[src/rtl/fft_sink_packetizer.sv]
// fft_sink_packetizer
// Transmit-side framer for the FFT II core's Avalon-ST sink. A sample stream
// that cannot be stalled is buffered in a small show-ahead FIFO. The block
// emits FFT_LEN-beat packets with sop/eop framing and respects sink_ready
// with a ready latency of 0.
//
// Ports:
//   clk_clk, rst_reset_n        : clock and synchronous active-low reset
//   enable                      : 1 = start/continue framing, 0 = stop after current packet
//   in_valid, in_real, in_imag  : input sample strobe and signed components (no back-pressure)
//   src_valid/ready/error/sop/eop/data : Avalon-ST source to the FFT sink
//   overflow, ovf_clear         : sticky "sample dropped" flag and its clear
//   busy                        : a packet is in progress
//   frame_count                 : completed packets, wraps modulo 2^16
module fft_sink_packetizer #(
    parameter int DATA_W     = 24,
    parameter int FFT_LEN    = 1024,
    parameter int FIFO_DEPTH = 16
) (
    input  logic                  clk_clk,
    input  logic                  rst_reset_n,
    input  logic                  enable,
    input  logic                  in_valid,
    input  logic [DATA_W-1:0]     in_real,
    input  logic [DATA_W-1:0]     in_imag,
    output logic                  src_valid,
    input  logic                  src_ready,
    output logic [1:0]            src_error,
    output logic                  src_sop,
    output logic                  src_eop,
    output logic [2*DATA_W-1:0]   src_data,
    output logic                  overflow,
    input  logic                  ovf_clear,
    output logic                  busy,
    output logic [15:0]           frame_count
);

    localparam int AW = $clog2(FIFO_DEPTH);
    localparam int IW = $clog2(FFT_LEN);

    typedef enum logic [0:0] {
        ST_IDLE = 1'b0,
        ST_SEND = 1'b1
    } state_t;

    state_t              state_r;
    state_t              state_next_s;
    logic [2*DATA_W-1:0] mem_r [FIFO_DEPTH];
    logic [AW-1:0]       rd_ptr_r;
    logic [AW-1:0]       wr_ptr_r;
    logic [AW:0]         count_r;
    logic [IW-1:0]       index_r;
    logic [IW-1:0]       index_next_s;
    logic [AW-1:0]       rd_ptr_next_s;
    logic [AW:0]         count_vis_s;
    logic                pop_s;
    logic                push_s;
    logic                drop_s;
    logic                last_s;
    logic                valid_next_s;

    logic                src_valid_r;
    logic                src_sop_r;
    logic                src_eop_r;
    logic [2*DATA_W-1:0] src_data_r;
    logic                overflow_r;
    logic                busy_r;
    logic [15:0]         frame_count_r;

    assign src_valid   = src_valid_r;
    assign src_sop     = src_sop_r;
    assign src_eop     = src_eop_r;
    assign src_data    = src_data_r;
    assign src_error   = 2'b00;
    assign overflow    = overflow_r;
    assign busy        = busy_r;
    assign frame_count = frame_count_r;

    // Handshake, FIFO push/drop decisions and next FSM/index values.
    always_comb begin
        pop_s         = src_valid_r && src_ready;
        push_s        = in_valid && ((count_r < (AW+1)'(FIFO_DEPTH)) || pop_s);
        drop_s        = in_valid && !push_s;
        last_s        = pop_s && (index_r == IW'(FFT_LEN - 1));
        rd_ptr_next_s = rd_ptr_r + AW'(pop_s);
        // Entries visible at the head next cycle: this cycle's push is
        // deliberately excluded so a new sample never falls through.
        count_vis_s   = count_r - (AW+1)'(pop_s);

        if (last_s) begin
            index_next_s = {IW{1'b0}};
        end else if (pop_s) begin
            index_next_s = index_r + {{(IW-1){1'b0}}, 1'b1};
        end else begin
            index_next_s = index_r;
        end

        case (state_r)
            ST_IDLE: begin
                if (enable) begin
                    state_next_s = ST_SEND;
                end else begin
                    state_next_s = ST_IDLE;
                end
            end
            ST_SEND: begin
                if (last_s && !enable) begin
                    state_next_s = ST_IDLE;
                end else begin
                    state_next_s = ST_SEND;
                end
            end
            default: state_next_s = ST_IDLE;
        endcase

        valid_next_s = (state_next_s == ST_SEND) && (count_vis_s != {(AW+1){1'b0}});
    end

    // Sample storage; contents need no reset because count gates visibility.
    always_ff @(posedge clk_clk) begin
        if (push_s) begin
            mem_r[wr_ptr_r] <= {in_real, in_imag};
        end
    end

    // FSM, FIFO pointers, status and registered source outputs.
    always_ff @(posedge clk_clk) begin
        if (!rst_reset_n) begin
            state_r       <= ST_IDLE;
            rd_ptr_r      <= {AW{1'b0}};
            wr_ptr_r      <= {AW{1'b0}};
            count_r       <= {(AW+1){1'b0}};
            index_r       <= {IW{1'b0}};
            src_valid_r   <= 1'b0;
            src_sop_r     <= 1'b0;
            src_eop_r     <= 1'b0;
            src_data_r    <= {(2*DATA_W){1'b0}};
            overflow_r    <= 1'b0;
            busy_r        <= 1'b0;
            frame_count_r <= 16'd0;
        end else begin
            state_r  <= state_next_s;
            index_r  <= index_next_s;
            rd_ptr_r <= rd_ptr_next_s;
            count_r  <= count_vis_s + (AW+1)'(push_s);
            if (push_s) begin
                wr_ptr_r <= wr_ptr_r + {{(AW-1){1'b0}}, 1'b1};
            end else begin
                wr_ptr_r <= wr_ptr_r;
            end

            // Outputs reflect the post-edge state; with no pop the head and
            // index are unchanged, so a stalled beat holds stable.
            src_valid_r <= valid_next_s;
            src_sop_r   <= valid_next_s && (index_next_s == {IW{1'b0}});
            src_eop_r   <= valid_next_s && (index_next_s == IW'(FFT_LEN - 1));
            if (count_vis_s != {(AW+1){1'b0}}) begin
                src_data_r <= mem_r[rd_ptr_next_s];
            end else begin
                src_data_r <= src_data_r;
            end
            busy_r <= (state_next_s == ST_SEND);

            // A drop in the same cycle as a clear wins.
            if (drop_s) begin
                overflow_r <= 1'b1;
            end else if (ovf_clear) begin
                overflow_r <= 1'b0;
            end else begin
                overflow_r <= overflow_r;
            end

            if (last_s) begin
                frame_count_r <= frame_count_r + 16'd1;
            end else begin
                frame_count_r <= frame_count_r;
            end
        end
    end

endmodule

[config.mk]
export PLATFORM = sky130hd
export DESIGN_NAME = fft_sink_packetizer
export DESIGN_NICKNAME = d
export VERILOG_FILES = /design/src/rtl/fft_sink_packetizer.sv
export SDC_FILE = /design/constraint.sdc
export NUM_CORES = 1
export LEC_CHECK = 0
export ABC_AREA = 1
export BUFFER_PORTS_ARGS = -buffer_cell sky130_fd_sc_hd__buf_2
export CORE_ASPECT_RATIO = 1.75
export CORE_MARGIN = 5
export CORE_UTILIZATION = 56
export DETAILED_ROUTE_END_ITERATION = 16
export GPL_TIMING_DRIVEN = 0
export PLACE_DENSITY = 0.73
export SYNTH_ARGS = -nofsm -noshare
export SYNTH_HDL_FRONTEND = slang
export SYNTH_SLANG_ARGS = --single-unit
[constraint.sdc]
create_clock -name clk_clk -period 3.65 [get_ports clk_clk]
set_input_delay 0.73 -clock clk_clk [delete_from_list [all_inputs] [get_ports clk_clk]]
set_output_delay 0.73 -clock clk_clk [all_outputs]
set_load 0.02 [all_outputs]
Word-level counts from Yosys, hierarchy flattened
Memory sizes are Yosys's and may differ from the RTL's. A register that Yosys moved wholly into a read port is not among the register bits. Cells that the tools add are included.

Equality and inequality tests: 2. Reduce and logical (&&, ||, !) cells: 15. Multiplexer cells: 9. Magnitude comparators: 1. $add $sub $neg: 6. Bitwise gates (word level): 1.

Operators with widths (number): 10-bit equality test, second input constant (2); 10-bit two-way mux (2); 16-bit by 1-bit adder with 16-bit output, second input constant (1); 10-bit by 1-bit adder with 10-bit output, second input constant (1); 10-bit logical NOT (1); 1-bit logical AND (8); 1-bit two-way mux (6); 5-bit by 1-bit adder with 5-bit output (1); 5-bit < comparator, second input constant (1); 5-bit nonzero test (1); 5-bit by 1-bit subtractor with 5-bit output (1); 4-bit by 1-bit adder with 4-bit output (1); 4-bit by 1-bit adder with 4-bit output, second input constant (1); 1-bit logical NOT (3); 1-bit one-hot mux with 2 select lines (1); 2-bit nonzero test (1); 1-bit logical OR (1); 1-bit NOT (1).

Register bits after elaboration: 44. Memories: 1. Memory bits (writable): 768. Bits of input ports: 54. Output and inout bits: 71.

Memories: mem_r (depth 16, width 48, read ports 1, clocked after Yosys merged registers in 1, write ports 1, RTL line 48) `logic [2*DATA_W-1:0] mem_r [FIFO_DEPTH];`.

Longest topological paths before layout
Gate-level depths: netlist of the first run.

Depth in word-level cells: 7. Gate-level depth with buffers: 15. Mapped depth without buffers: 12.

Worst setup path before layout of the first run
No wires, ideal clock.

Kind: input to register. Start point: input src_ready. End point: memory mem_r[11][0] (netlist bit), enable pin. Stages on the path: 6. Library setup time: 0.454 ns. Arrival: 3.276 ns. Path slack: -0.080 ns. Required time: 3.196 ns. Cell sequence: nand2_1 -> nand2_1 -> nand2_1 -> inv_1 -> nand2_1 -> nor2_1.

Cells in the longest elaborated chain, start to end: 5.

Ends and longest elaborated chain: start: declaration (RTL line 27) `input logic src_ready,`; 1-bit logical AND (RTL line 81) `pop_s = src_valid_r && src_ready;`; 1-bit logical OR (RTL line 82) `push_s = in_valid && ((count_r < (AW+1)'(FIFO_DEPTH)) || pop_s);`; 1-bit logical AND (RTL line 82); 1-bit two-way mux (RTL line 121) `if (push_s) begin`; 1-bit two-way mux (not written as such) (RTL line 122) `mem_r[wr_ptr_r] <= {in_real, in_imag};`; end: declaration (RTL line 48).

No other way between the ends.

Worst setup path after layout of the first run
Start point: register src_valid_r, in the netlist src_valid. End point: register src_data_r[19], in the netlist src_data[19], read port of mem_r.

Cells in the longest elaborated chain, start to end: 3. Elaborated cells between the ends (all ways): 4. Classes of those cells: 2 x add/sub; 2 x reduce/logical.

Ends and longest elaborated chain: start: declaration (RTL line 62) `logic src_valid_r;`; start signal: assignment (RTL line 154) `src_valid_r <= valid_next_s;`; 1-bit logical AND (*) (RTL line 81); 5-bit by 1-bit subtractor with 5-bit output (RTL line 88) `count_vis_s = count_r - (AW+1)'(pop_s);`; 5-bit nonzero test (RTL line 157) `if (count_vis_s != {(AW+1){1'b0}}) begin`; end: declaration (RTL line 65) `logic [2*DATA_W-1:0] src_data_r;`.

Mark *: on every way between the ends. The rest lies on a longest branch, timed or not. A chain may end at the register's enable or synchronous reset.

==> flow_summary.yaml, run 1 <==
clock_tree:
  htree_levels: 3
  clk_pin_slew_ns: 0.06
  cts_tree: "yes"
  clock-sinks: 860
  clock_latency_ns: 0.64
  clockBufferDepth: 3
  cts_hold_buf: 0
  cts_buffers: 75
  cts_root_buf: "clkbuf_16"
  post_cts_buffers: 0
run_status:
  status: "finished, final reports clean"
sta:
  hold_viol: 0
  finalCritPeriodShare: 0.976
  worst_slew_pin_slew_ns: 1.06
  slew_headroom: 0.292
  fmax_mhz: 281
  setup_viol: 0
  final.setup_skew_ns: 0.0215
  min_period_ns: 3.56
  slew_violations: 0
  finalSetupTns_ns: 0
  rsz0062_at_grt: "yes"
grt:
  grt_pass1_wl_mm: 147
  grt_max_degree: 29
  grt_pass1_vias: 25300
  track_usage: 0.291
  grt_antenna_before_repair: 2
  grt-ovfl-total: 0
setup_path:
  reg2reg_to: "src_data[19]$_SDFFE_PN0P_"
  critical_path_class: "reg2reg"
  r2r-start: "src_valid$_SDFF_PN0_"
  arrival_ns: 4.09
  reg2reg_depth: 14
  startpoint_type: "register"
  required_ns: 4.18
  worst-path-max-fanout: 10
  regToRegSetupSlack_ns: 0.09
  cp-end-kind: "register"
floorplan:
  ios: 125
  row_count: 121
  die_h_um: 340
  initial_core_util: 0.562
  core-area_um2: 61900
  die-area_um2: 67400
  die_x_um: 198
pwr:
  p_leak_uw: 0.0151
  p_per_area_nw_per_um2: 693
  ir_drop_mv: 0.486
cells_and_area:
  fillers: 4577
  n_antenna_cell: 0
  layout-drive-gt1-share: 0.125
  fin_util: 0.638
  areaGrowthSynthToFinish_pct: 13.6
  nNetsFinal: 3386
route:
  drt_iter0_drc: 2685
  dr.pass1.iters: 8
  ant_nets: 0
  drt_wl_total_mm: 99.4
  drcViolationCount: 0
  route.vias.total: 25000
  vias_per_cell: 5.97
  avgRoutedWirePerCell_um: 23.8
logic_synthesis:
  avgSynthCellArea_um2: 11.2
  synthTopCellsByArea: "edfxtp_1, nand2_1, nand3_1"
  syn-cell-area_um2: 34800
  yosys.area.top_type: "edfxtp_1"
  yosys.cell_count.top_type: "nand2_1"
  synthFlopType: "edfxtp_1"
  yosys_register_bits: 860
  synth_edf_count: 768
  synth_top_area_frac: 0.663
  synthArstFlopShare: 0
  synthTopCellsByCount: "nand2_1, edfxtp_1, nand3_1"
  yosysWarnings: 0
  synth_cells: 3099
  synth_cell_type_count: 31
  ys_seq_area_frac: 0.716
job:
  maxCapViolCount: 0
worst_hold_path:
  hold_path_depth: 3
  min_to: "busy$_SDFF_PN0_"
  hold_start: "enable"
  hold_path_class: "in2reg"
place:
  io_buffer_count: 121
  place_congestion: 0.883
  dp_hpwl_mm: 67.6
## stage by stage
stage               hold WS (ns)  total power [uW]  setup WS, ns  instance area, um2  instances
detailed placement         0.454             19300        -0.877               37000       4042
finish                     0.348             27400        0.0875               39500       4181
floorplan                  0.484             16400       -0.0798               34800       3100
CTS                        0.331             27300      0.000793               39500       4181
global route               0.380             28600      -0.00956               39500       4181
global placement           0.456             19000         -2.27               36400       4020
## layout by cell type, fill, tap and decap left out, types with 49 or more instances in the layout
cell,Yosys,layout
nand2_1,1058,1058
nor2_1,70,54
edfxtp_1,768,768
clkbuf_1,57,57
buf_2,113,235
inv_1,98,98
nand3b_1,49,49
clkbuf_16,0,78
dfxtp_1,92,92
nand3_1,694,694
## logic make-up (layout without fill, tap and decap cells)
logic type | count (synthesis) | after routing | share of synthesized area
AO/OA/AOI/OAI | 28 | 28 | 0.00417
AND/OR/NAND/NOR | 1901 | 1901 | 0.237
adder cells (fa/ha/maj) | 12 | 12 | 0.00431
XOR/XNOR | 7 | 7 | 0.00263
flip-flops | 860 | 860 | 0.716
buffers and inverters | 290 | 572 | 0.0361
other | 1 | 2 | 0.000108
## worst max-delay path by stage
stage / start / to / slack [ns]
floorplan: src_ready / mem_r[11][0]$_DFFE_PP_ / -0.08
global route: src_valid$_SDFF_PN0_ / src_data[32]$_SDFFE_PN0P_ / -0.01
global placement: src_ready / mem_r[5][31]$_DFFE_PP_ / -2.27
detailed placement: src_ready / src_data[19]$_SDFFE_PN0P_ / -0.88
finish: src_valid$_SDFF_PN0_ / src_data[19]$_SDFFE_PN0P_ / 0.09
CTS: src_valid$_SDFF_PN0_ / src_data[19]$_SDFFE_PN0P_ / 0.0008
## report_power, final
group / internal (uW) / leakage [uW] / switching, uW / total [uW]
Combinational: 2190 / 0.00617 / 5690 / 7890
Clock: 4500 / 0.00121 / 3590 / 8090
Sequential: 11200 / 0.00769 / 218 / 11400
Total: 17900 / 0.0151 / 9500 / 27400
## routing by layer
metal	track usage	vias to the layer above	share of wire
met5	0	-	0.00021
met1	0.329	12000	0.34
met3	0.0471	404	0.077
li1	-	11100	-
met4	0.186	4	0.074
met2	0.509	1449	0.51
## area by class of cell
class / count / area [um2] / area share
buffer: 185 / 883 / 0.0223
clock inverter: 38 / 353 / 0.00893
tap: 799 / 1000 / 0.0253
clock buffer: 101 / 2140 / 0.0541
timing repair buffer: 143 / 1070 / 0.0270
sequential: 860 / 24900 / 0.630
inverter: 105 / 398 / 0.0101
multi-input combinational: 1950 / 8780 / 0.222
## state kept, by name, indices dropped and copies added, names as in the netlist
| register | count |
|---|---|
| frame_count | 16 |
| src_valid | 1 |
| overflow | 1 |
| mem_r | 768 |
| src_data | 48 |
| count_r | 5 |
| src_sop | 1 |
| src_eop | 1 |
| busy | 1 |
| rd_ptr_r | 4 |
| index_r | 10 |
| wr_ptr_r | 4 |
## repair_timing
item | CTS | global route
setup endpoints to repair | 48 | 48
pin swaps | 0 | 0
resized for setup | 7 | 22
## critical path: stages, from the launching register on
cell	delay, ns
dfxtp_1	0.33
nand2_1	0.23
clkinvlp_4	0.32
ha_1	0.29
ha_1	0.24
xnor2_4	0.57
inv_2	0.28
buf_4	0.29
buf_2	0.23
nand3_1	0.14
nand2_1	0.11
nand2_1	0.08
nand3_1	0.15
nand3_1	0.13
inv_1	0.05
(Power assumes the default switching activity.)
==> run 2: changes to the inputs <==
--- a/config.mk
+++ b/config.mk
@@ -9,10 +9,10 @@
 export BUFFER_PORTS_ARGS = -buffer_cell sky130_fd_sc_hd__buf_2
 export CORE_ASPECT_RATIO = 1.75
 export CORE_MARGIN = 5
-export CORE_UTILIZATION = 56
+export CORE_UTILIZATION = 60
 export DETAILED_ROUTE_END_ITERATION = 16
 export GPL_TIMING_DRIVEN = 0
-export PLACE_DENSITY = 0.73
+export PLACE_DENSITY = 0.75
 export SYNTH_ARGS = -nofsm -noshare
 export SYNTH_HDL_FRONTEND = slang
 export SYNTH_SLANG_ARGS = --single-unit
==> constraint.sdc (replaced) <==
create_clock -name clk_clk -period 3.9 [get_ports clk_clk]
set_input_delay 0.78 -clock clk_clk [delete_from_list [all_inputs] [get_ports clk_clk]]
set_output_delay 0.78 -clock clk_clk [all_outputs]
set_load 0.01 [all_outputs]
==> flow_summary.yaml, run 2 (synthesized netlist as in run 1, its figures left out) <==
cells_and_area:
  fillers: 4033
  fin_util: 0.687
  layout-drive-gt1-share: 0.117
  n_antenna_cell: 0
  multi_input_area_um2: 8780
  layout_commonest_cell: "nand2_1"
  areaGrowthSynthToFinish_pct: 13.2
  largest_reg_flops: 768
  top_register: "mem_r"
  seqCellArea_um2: 24900
  layout_common_cells: "nand2_1, edfxtp_1, nand3_1, buf_2, inv_1"
  nNetsFinal: 3383
route:
  drt_iter0_drc: 2854
  met3WireLength_mm: 8.21
  met2_length_mm: 49.9
  route.vias.total: 25000
  avgRoutedWirePerCell_um: 23.5
  highest_layer: "met5"
  met1Wirelength_mm: 32.2
  ant_nets: 0
  vias_per_cell: 6.03
  drcViolationCount: 0
  drt_wl_total_mm: 97.4
  dr.pass1.iters: 8
clock_tree:
  cts_buffers: 75
  cts_tree: "yes"
  clock-sinks: 860
  cts_hold_buf: 0
  cts_root_buf: "clkbuf_16"
  clockBufferDepth: 3
  clock_latency_ns: 0.62
  clk_pin_slew_ns: 0.07
  htree_levels: 3
grt:
  track_usage: 0.306
  grt_antenna_before_repair: 3
  grt_pass1_vias: 24900
  grt_pass1_wl_mm: 144
  grt_max_degree: 29
  grt-ovfl-total: 0
place:
  dp_hpwl_mm: 65.1
  place_congestion: 0.886
  io_buffer_count: 121
pwr:
  ir_drop_mv: 0.494
  switching_share: 0.340
  pwr-share-clk: 0.297
  power_frac_comb: 0.283
  p_int_uw: 16800
  seq_power_share: 0.420
  switchingPower_uw: 8650
  finalPower_uw: 25400
  p_per_area_nw_per_um2: 645
  p_leak_uw: 0.0150
floorplan:
  die_h_um: 329
  row_count: 116
  initial_core_util: 0.607
  ios: 125
  core-area_um2: 57300
  die_x_um: 192
  die-area_um2: 63100
setup_path:
  critical_path_class: "reg2reg"
  reg2reg_depth: 14
  required_ns: 4.42
  arrival_ns: 4.28
  worst-path-max-fanout: 10
  cp-end-kind: "register"
  startpoint_type: "register"
job:
  maxCapViolCount: 0
sta:
  setup_viol: 0
  slew_headroom: 0.159
  hold_viol: 0
  final.setup_skew_ns: 0.0265
  worst_slew_pin_slew_ns: 1.26
  slew_violations: 0
  whs_ns: 0.447
  min_period_ns: 3.76
  finalCritPeriodShare: 0.963
  fmax_mhz: 266
  rsz0062_at_grt: "no"
worst_hold_path:
  hold_path_class: "in2reg"
  hold_path_depth: 3
run_status:
  status: "finished, final reports clean"
-- run 2: cell count changes in the layout (fill, tap and decap cells not counted), sizes merged --
cell / before / now
clkbuf: 159 / 155
inv: 108 / 109
clkinv: 24 / 22
buf: 270 / 268
bufinv: 5 / 8
-- run 2: routing by layer --
| layer | GRT usage | vias to the layer above |
|---|---|---|
| li1 | - | 11100 |
| met5 | 0 | - |
| met4 | 0.191 | 4 |
| met3 | 0.0486 | 406 |
| met2 | 0.537 | 1588 |
| met1 | 0.346 | 11800 |
-- run 2: area by class of cell --
class                      count  share of cell area
buffer                       185              0.0219
sequential                   860               0.632
tap                          767              0.0244
clock inverter                40              0.0115
clock buffer                  98              0.0514
inverter                     105              0.0100
timing repair buffer         140              0.0256
multi-input combinational   1950               0.223
-- run 2: per-stage QoR --
step	cells	setup WS, ns	TNS [ns]	area [um2]
finish	4145	0.143	0	39400
global route	4145	0.0124	0	39400
CTS	4145	0.112	0	39400
detailed placement	4007	-0.519	-18.90	36900
global placement	3988	-2.06	-1453.42	36400
floorplan	3100	0.125	0	34800
-- run 2: power by group through the flow --
stage	Combinational [uW]	Clock, uW	Sequential, uW
3_5_place_dp	7010	0	10900
5_1_grt	7790	7960	10700
6_report	7200	7550	10700
3_3_place_gp	6740	0	10900
2_1_floorplan	4260	0	10900
4_1_cts	7090	7560	10700
-- run 2: path summary, 6_finish.rpt --
path | from | end | slack, ns
worst max-delay path | src_valid$_SDFF_PN0_ | src_data[34]$_SDFFE_PN0P_ | 0.14
worst min-delay path | enable | busy$_SDFF_PN0_ | 0.45
worst max register to register | src_valid$_SDFF_PN0_ | src_data[34]$_SDFFE_PN0P_ | 0.14
worst min register to register | overflow$_SDFFE_PN0P_ | overflow$_SDFFE_PN0P_ | 0.49
-- run 2: critical path, stage by stage (launching register included) --
cell and delay (ns):
dfxtp_1 0.35, nand2_1 0.21, clkinv_1 0.35, ha_1 0.33
ha_1 0.35, buf_2 0.18, buf_2 0.40, clkbuf_1 0.63
nand3_1 0.19, nand3_1 0.15, nand2_1 0.06, nand2_1 0.10
nand3_1 0.18, nand3_1 0.12, inv_1 0.04
-- run 2: repair_timing --
item	in CTS	in global routing
setup endpoints to repair	2	39
resized for setup	1	1
setup buffers	0	0
pin swaps	0	0
